[config.mk]
export PLATFORM = sky130hd
export DESIGN_NAME = w5_weight_buf
export DESIGN_NICKNAME = d
export VERILOG_FILES = /design/src/rtl/w5_weight_buf.sv
export SDC_FILE = /design/constraint.sdc
export NUM_CORES = 2
export LEC_CHECK = 0
export CELL_PAD_IN_SITES_DETAIL_PLACEMENT = 1
export CELL_PAD_IN_SITES_GLOBAL_PLACEMENT = 1
export CORE_UTILIZATION = 50
export DETAILED_ROUTE_END_ITERATION = 7
export MAX_ROUTING_LAYER = met4
export PLACE_DENSITY = 0.77
export SLEW_MARGIN = 20
export SYNTH_ARGS = -nofsm -noshare
export SYNTH_HDL_FRONTEND = slang
export SYNTH_SLANG_ARGS = --single-unit
[constraint.sdc]
create_clock -name clk -period 2.8 [get_ports clk]
set_input_delay 0.28 -clock clk [delete_from_list [all_inputs] [get_ports clk]]
set_output_delay 0.28 -clock clk [all_outputs]
set_load 0.05 [all_outputs]
[src/rtl/w5_weight_buf.sv]
// Weight buffer for w5: streams 256 signed bytes into 16 banks x 16 entries, serves 16 registered read ports.
// Optional load checksum enabled by defining W5_WBUF_CKSUM_EN.
module w5_weight_buf (
    input  logic        clk,
    input  logic        xrst,
    input  logic        load_start,
    input  logic        in_valid,
    output logic        in_ready,
    input  logic [7:0]  in_data,
    output logic        load_done,
    output logic        busy,
    input  logic [3:0]  w0_raddr,
    input  logic [3:0]  w1_raddr,
    input  logic [3:0]  w2_raddr,
    input  logic [3:0]  w3_raddr,
    input  logic [3:0]  w4_raddr,
    input  logic [3:0]  w5_raddr,
    input  logic [3:0]  w6_raddr,
    input  logic [3:0]  w7_raddr,
    input  logic [3:0]  w8_raddr,
    input  logic [3:0]  w9_raddr,
    input  logic [3:0]  w10_raddr,
    input  logic [3:0]  w11_raddr,
    input  logic [3:0]  w12_raddr,
    input  logic [3:0]  w13_raddr,
    input  logic [3:0]  w14_raddr,
    input  logic [3:0]  w15_raddr,
    output logic [7:0]  w0_rdata,
    output logic [7:0]  w1_rdata,
    output logic [7:0]  w2_rdata,
    output logic [7:0]  w3_rdata,
    output logic [7:0]  w4_rdata,
    output logic [7:0]  w5_rdata,
    output logic [7:0]  w6_rdata,
    output logic [7:0]  w7_rdata,
    output logic [7:0]  w8_rdata,
    output logic [7:0]  w9_rdata,
    output logic [7:0]  w10_rdata,
    output logic [7:0]  w11_rdata,
    output logic [7:0]  w12_rdata,
    output logic [7:0]  w13_rdata,
    output logic [7:0]  w14_rdata,
    output logic [7:0]  w15_rdata,
    output logic [15:0] cksum
);
    localparam int unsigned NBANK = 16;
    localparam int unsigned DEPTH = 16;
    localparam int unsigned AW    = 4;
    localparam int unsigned DW    = 8;
    localparam int unsigned NWORD = NBANK * DEPTH;
    localparam int unsigned CW    = $clog2(NWORD);
    localparam int unsigned BW    = $clog2(NBANK);
    localparam int unsigned SW    = 16;

    typedef enum logic [1:0] {IDLE, LOAD, DONE} state_t;

    state_t            state_q;
    state_t            state_d;
    logic [CW-1:0]     cnt_q;
    logic              accept;
    logic              last;
    logic              enter_load;
    logic [DW-1:0]     mem [NBANK][DEPTH];
    logic [AW-1:0]     raddr [NBANK];
    logic [DW-1:0]     rdata_q [NBANK];

    assign raddr[0]  = w0_raddr;
    assign raddr[1]  = w1_raddr;
    assign raddr[2]  = w2_raddr;
    assign raddr[3]  = w3_raddr;
    assign raddr[4]  = w4_raddr;
    assign raddr[5]  = w5_raddr;
    assign raddr[6]  = w6_raddr;
    assign raddr[7]  = w7_raddr;
    assign raddr[8]  = w8_raddr;
    assign raddr[9]  = w9_raddr;
    assign raddr[10] = w10_raddr;
    assign raddr[11] = w11_raddr;
    assign raddr[12] = w12_raddr;
    assign raddr[13] = w13_raddr;
    assign raddr[14] = w14_raddr;
    assign raddr[15] = w15_raddr;

    assign w0_rdata  = rdata_q[0];
    assign w1_rdata  = rdata_q[1];
    assign w2_rdata  = rdata_q[2];
    assign w3_rdata  = rdata_q[3];
    assign w4_rdata  = rdata_q[4];
    assign w5_rdata  = rdata_q[5];
    assign w6_rdata  = rdata_q[6];
    assign w7_rdata  = rdata_q[7];
    assign w8_rdata  = rdata_q[8];
    assign w9_rdata  = rdata_q[9];
    assign w10_rdata = rdata_q[10];
    assign w11_rdata = rdata_q[11];
    assign w12_rdata = rdata_q[12];
    assign w13_rdata = rdata_q[13];
    assign w14_rdata = rdata_q[14];
    assign w15_rdata = rdata_q[15];

    assign accept     = in_valid && (state_q == LOAD);
    assign last       = (cnt_q == CW'(NWORD - 1));
    assign enter_load = load_start && (state_q != LOAD);

    // State register
    always_ff @(posedge clk or negedge xrst) begin
        if (!xrst) state_q <= IDLE;
        else       state_q <= state_d;
    end

    // Next-state logic; a start pulse during LOAD is ignored
    always_comb begin
        state_d = state_q;
        case (state_q)
            IDLE:    if (load_start) state_d = LOAD;
            LOAD:    if (accept && last) state_d = DONE;
            DONE:    if (load_start) state_d = LOAD;
            default: state_d = IDLE;
        endcase
    end

    // Moore outputs decoded from the state register
    always_comb begin
        in_ready  = 1'b0;
        busy      = 1'b0;
        load_done = 1'b0;
        case (state_q)
            LOAD:    begin in_ready = 1'b1; busy = 1'b1; end
            DONE:    load_done = 1'b1;
            default: ;
        endcase
    end

    // Word counter: low bits pick the bank, high bits the entry (address-major fill)
    always_ff @(posedge clk or negedge xrst) begin
        if (!xrst)           cnt_q <= '0;
        else if (enter_load) cnt_q <= '0;
        else if (accept)     cnt_q <= cnt_q + CW'(1);
    end

    // Storage is intentionally not reset
    always_ff @(posedge clk) begin
        if (accept) mem[cnt_q[BW-1:0]][cnt_q[CW-1:BW]] <= in_data;
    end

    // Registered read ports; same-cycle write returns the old value
    always_ff @(posedge clk or negedge xrst) begin
        if (!xrst) begin
            for (int n = 0; n < NBANK; n++) rdata_q[n] <= '0;
        end else begin
            for (int n = 0; n < NBANK; n++) rdata_q[n] <= mem[n][raddr[n]];
        end
    end

`ifdef W5_WBUF_CKSUM_EN
    logic [SW-1:0] sum_q;

    // Wrapping sum of sign-extended accepted bytes, cleared when a load begins
    always_ff @(posedge clk or negedge xrst) begin
        if (!xrst)           sum_q <= '0;
        else if (enter_load) sum_q <= '0;
        else if (accept)     sum_q <= sum_q + SW'($signed(in_data));
    end

    assign cksum = sum_q;
`else
    assign cksum = SW'(0);
`endif

endmodule

### Yosys cells after proc, flatten, opt, wreduce, memory -nomap -nowiden

Memory sizes are Yosys's and may differ from the RTL's.
Cells that the tools add are included.

| operators by class | value |
|---|---|
| reductions and logical operators | 8 |
| muxes and demuxes | 59 |
| bitwise logic cells | 17 |
| $add $sub $neg | 1 |
| eq/ne operators | 6 |
| $lt $le $gt $ge | 18 |

Operators with widths:

| kind | number |
|---|---|
| 8-bit binary-select mux with 4-bit select | 16 |
| 8-bit two-way mux | 35 |
| 128-bit two-way mux | 1 |
| 5-bit >= comparator (second input constant) | 17 |
| 4-bit inverter with 5-bit output | 17 |
| 8-bit demux with 4-bit select | 1 |
| 8-bit by 1-bit adder with 8-bit output (second input constant) | 1 |
| 8-bit == test (second input constant) | 1 |
| 2-bit by 1-bit != test with 1-bit output (second input constant) | 3 |
| 5-bit by 1-bit less-than comparator with 1-bit output (second input constant) | 1 |
| 1-bit logical AND | 4 |
| 2-bit two-way mux | 2 |
| 2-bit case mux with 2 select lines | 1 |
| 1-bit two-way mux | 3 |
| 2-bit by 1-bit == test with 1-bit output (second input constant) | 1 |
| 2-bit == test (second input constant) | 1 |
| 2-bit logical NOT | 1 |
| 2-bit AND reduction | 1 |
| 2-bit nonzero test | 1 |
| 2-bit OR reduction | 1 |

| word-level totals | value |
|---|---|
| bits in writable memories | 2,048 |
| input port bits | 76 |
| memories kept | 1 |
| register bits after elaboration | 138 |

Memories:

| memory | words | width | rd ports | clocked after memory_dff | wr ports | RTL line | RTL |
|---|---|---|---|---|---|---|---|
| mem | 16 | 128 | 16 | 0 | 1 | 63 | `logic [DW-1:0] mem [NBANK][DEPTH];` |

### Depth between registers and ports, before layout

| depth | value |
|---|---|
| depth in word-level cells | 6 |
| gate-level depth with buffers | 6 |

### Worst setup path before layout

Ideal clock, no wire load.

| timing | value |
|---|---|
| path type | reg2reg |
| from | reg cnt_q[0] |
| to | mem mem[15][32] in the netlist's numbering, enable pin |
| data arrival time | 1.892 ns |
| path slack | 0.523 ns |
| stages on the path, launching flop included | 5 |
| data required time | 2.415 ns |
| buffers on the path | 0 |
| cell sequence | dfrtp_1 > ha_1 > nand4b_1 > or3_1 > nor3b_1 |

RTL lines:

| what | RTL line | RTL |
|---|---|---|
| start, declared | 59 | `logic [CW-1:0] cnt_q;` |
| start signal, assigned | 138 | `else if (accept) cnt_q <= cnt_q + CW'(1);` |
| end, declared | 63 |  |

Straight into the memory's write port.

### Worst setup path after layout

| timing | value |
|---|---|
| from | reg state_q[0] |
| to | out load_done |

| on the way | value |
|---|---|
| longest elaborated chain between the ends | 2 |

Ends and longest elaborated chain:

| what | RTL line | RTL |
|---|---|---|
| start, declared | 57 | `state_t state_q;` |
| start signal, assigned | 108 | `else state_q <= state_d;` |
| 2-bit == test | 127 | `case (state_q)` |
| 1-bit two-way mux | 127 |  |
| end, declared | 10 | `output logic load_done,` |

Every way passes these cells.

==> summary.md <==
| Metric | Value |
|---|---|
| Syn_area_per_cell | `around 22 µm²` |
| Vias per Instance | `between 6 and 7` |
| CP delay by family, top | `buffers and inverters` |
| Post-Synthesis Cells | `between 3000 and 4000` |
| Most frequent cells after synthesis | `edfxtp_1, mux4_2, nor2_1` |
| H-tree depth | `4` |
| Slew Viols, Final | `0` |
| DRC | `38` |
| Worst path bufs/invs | `2` |
| Unrepaired setup endpoints after global routing | `no` |
| Crit path largest cell delay | `820 ps` |
| Fin Clk Skew | `57.0 ps` |
| DIE HEIGHT | `about 410 µm` |
| CP Max Fanout | `6` |
| Worst-margin pin slew | `881 ps` |
| Root Driver | `clkbuf_16` |
| Clock buffer depth | `3` |
| Initial drt markers | `4331` |
| Peak VDD IR | `approximately 700 µV` |
| Pin count of the biggest net entering global routing | `86` |
| Async set or reset register ratio after synthesis | `about 6.3%` |
| Worst hold slack | `around 41 ps` |
| CTS tree | `built` |
| Reg clk slew, reported paths | `approximately 60 ps` |
| IO Count | `approximately 220` |
| Post-synthesis sequential area ratio | `between 70% and 80%` |
| Post-synth cell types | `40` |
| Layout area overhead | `16.0%` |
| # setup viols final | `0` |
| Critical path class | `reg -> out` |
| P_leak | `between 30 and 40 nW` |
| Crit share post-route | `between 90% and 100%` |
| Quantity of I/O buffers inserted on ports | `between 200 and 250` |
| Initial antenna violation count | `5` |
| Worst Path Arrival | `between 2000 and 2500 ps` |
| Final Net Count | `~4400` |
| Initial DRT Pass Iterations | `7` |
| Yosys top cell area share | `73.7%` |
| Power density cells | `between 700 and 800 nW/µm²` |
| GRT Util Overall | `25.1%` |
| Overall Power | `between 60 and 70 mW` |
| Maxcap violations | `0` |
| Vias in the first global route | `43000` |
| Post-DRT Antenna Nets | `0` |
| Synth Register Bits | `2186` |
| Dominant synthesized flop cell | `edfxtp_1` |
| Post-route minimum period | `between 2000 and 3000 ps` |
| Post-Syn Area | `~83000 µm²` |
| Post-synth EDFFs | `between 2000 and 2500` |
| Clock latency on the worst-skew pair | `860 ps` |
| Failing checks | `design-rule violations` |
| Top post-synthesis cells by area | `edfxtp_1, mux4_2, mux4_1` |
| Total wire length | `about 200000 µm` |
| Total gr overflow | `0` |
| Num CTS Buffers | `about 210` |
| Total Neg Setup Slack | `0 ps` |
| CP required | `2520 ps` |
| Crit-path cells | `nor2b_1, buf_4, clkdlybuf4s50_1` |
| Die area | `169000 µm²` |
| Cell Count, Final, Fillers Out | `roughly 6700` |
| Crit start category | `register` |
| GP Congestion | `slightly above 0.8` |
| Std-Cell Core Area | `~170000 µm²` |
| Final hold violations | `0` |
| CTS sink count | `around 2200` |
| Cell taking the most area after synthesis | `edfxtp_1` |
| First-pass GRT wire length | `roughly 300000 µm` |
| Die X-Extent | `411 µm` |
| Relative slew slack | `about two fifths` |
| Fillcell total | `~14000` |
| Fmax achieved | `approximately 0.37 GHz` |
| Initial Util | `50.5%` |
| Standard-cell row count | `149` |
| Dpl hpwl | `roughly 130000 µm` |
| Top-count cell post-synth | `edfxtp_1` |
| Status | `complete, but fails checks` |
| Slowest-stage cell, CP | `clkdlybuf4s50_1` |
| WL per Instance | `about 30 µm` |
| Vias | `40600` |
| Cells after DPL | `6319` |
| Synth warnings | `0` |
| Layout cell share with drive strength beyond 1 | `around 22%` |
| CP endpoint kind | `output pin` |
| HP Class | `in -> reg` |
layout by cell type (no fill, tap or decap), types with 5 or more instances in the layout:
cell and instances:
inv_1 5, nand2_1 160, nor2b_1 18, clkbuf_8 21, clkinv_4 5, buf_12 47
clkbuf_16 216, buf_4 333, clkdlybuf4s50_1 179, clkinvlp_4 5, clkinv_2 39, edfxtp_1 2048
clkbuf_1 51, and2_1 18, nand3_1 37, a22oi_1 256, nor2_1 271, clkinv_1 42
mux4_1 215, mux4_2 297, conb_1 16, dfrtp_1 138, buf_2 16, and2b_1 16
bufinv_16 13
report_power, final:
part / total (mW) / switching (mW) / internal, mW
Sequential: 36.3 / 0.212 / 36.1
Combinational: 5.15 / 3.47 / 1.68
Clock: 27.9 / 12.2 / 15.7
Total: 69.4 / 15.9 / 53.5
logic make-up after synthesis:
kind of cell / count (synthesis) / synth area share [%]
AOI/OAI and AO/OA: 269 / 2.40
xor gates and xnor gates: 1 / 0.0105
adders and majority gates: 4 / 0.0599
buffers and inverters: 228 / 2.11
DFF: 2186 / 77.8
muxes: 514 / 14.8
other: 1 / 0.00449
and+or+nand+nor: 549 / 2.82
final cells by class:
cell class	instances	area (µm²)	area share [%]
well taps	2189	2740	2.83
repair buffers	590	5490	5.67
diodes	4	10.0	0.0103
flip-flops and latches	2186	65000	67.0
clock buffers	279	5760	5.95
inverters	5	18.8	0.0194
multi-input cells	1353	16900	17.4
clock inverters	117	1050	1.08
sequential cells by signal, summed over array words and instances, names as in the netlist, 8 cells and up:
register / count
w11_rdata: 8
w14_rdata: 8
w15_rdata: 8
w12_rdata: 8
w3_rdata: 8
mem: 2048
w13_rdata: 8
w5_rdata: 8
w10_rdata: 8
w1_rdata: 8
w7_rdata: 8
w8_rdata: 8
cnt_q: 8
w0_rdata: 8
w4_rdata: 8
w9_rdata: 8
w2_rdata: 8
w6_rdata: 8
path summary, 6_finish.rpt:
check	from	endpoint	slack, ps	cells past startpoint
max in group asynchronous	xrst	cnt_q[5]	1960	3
max reg2reg	cnt_q[0]	mem[14][90]	280	5
min in group asynchronous	xrst	w0_rdata[3]	50	2
min	in_data[4]	mem[4][116]	40	1
min reg2reg	state_q[0]	state_q[0]	580	1
max	state_q[0]	load_done	120	3
layer usage:
metal	track usage, %	part of all wire [%]	wire (µm)	vias up
li1	-	-	-	16900
met1	33.9	41	83800	21800
met2	40.3	50	103000	1597
met3	3.93	6.4	13000	310
met4	6.52	2.3	4590	0
met5	-	0	0	-
per-stage QoR:
step	setup slack (ps)	utilization [%]	cell area (µm²)
6_report	122	58.6	96900
5_1_grt	62.5	58.6	96900
4_1_cts	55.0	58.6	96900
3_5_place_dp	195	54.4	90000
3_3_place_gp	357	54.4	90000
2_1_floorplan	523	-	83600
repair_timing:
| item | 4_1_cts | 5_1_grt |
|---|---|---|
| endpoints found under the hold margin | 156 | 0 |
| buffers inserted | 0 | 0 |
| setup endpoints to repair | 2 | 0 |
| resized for setup | 3 | 0 |
| hold buffers | 4 | 0 |
Note: power is estimated with default switching activity, not from simulation.
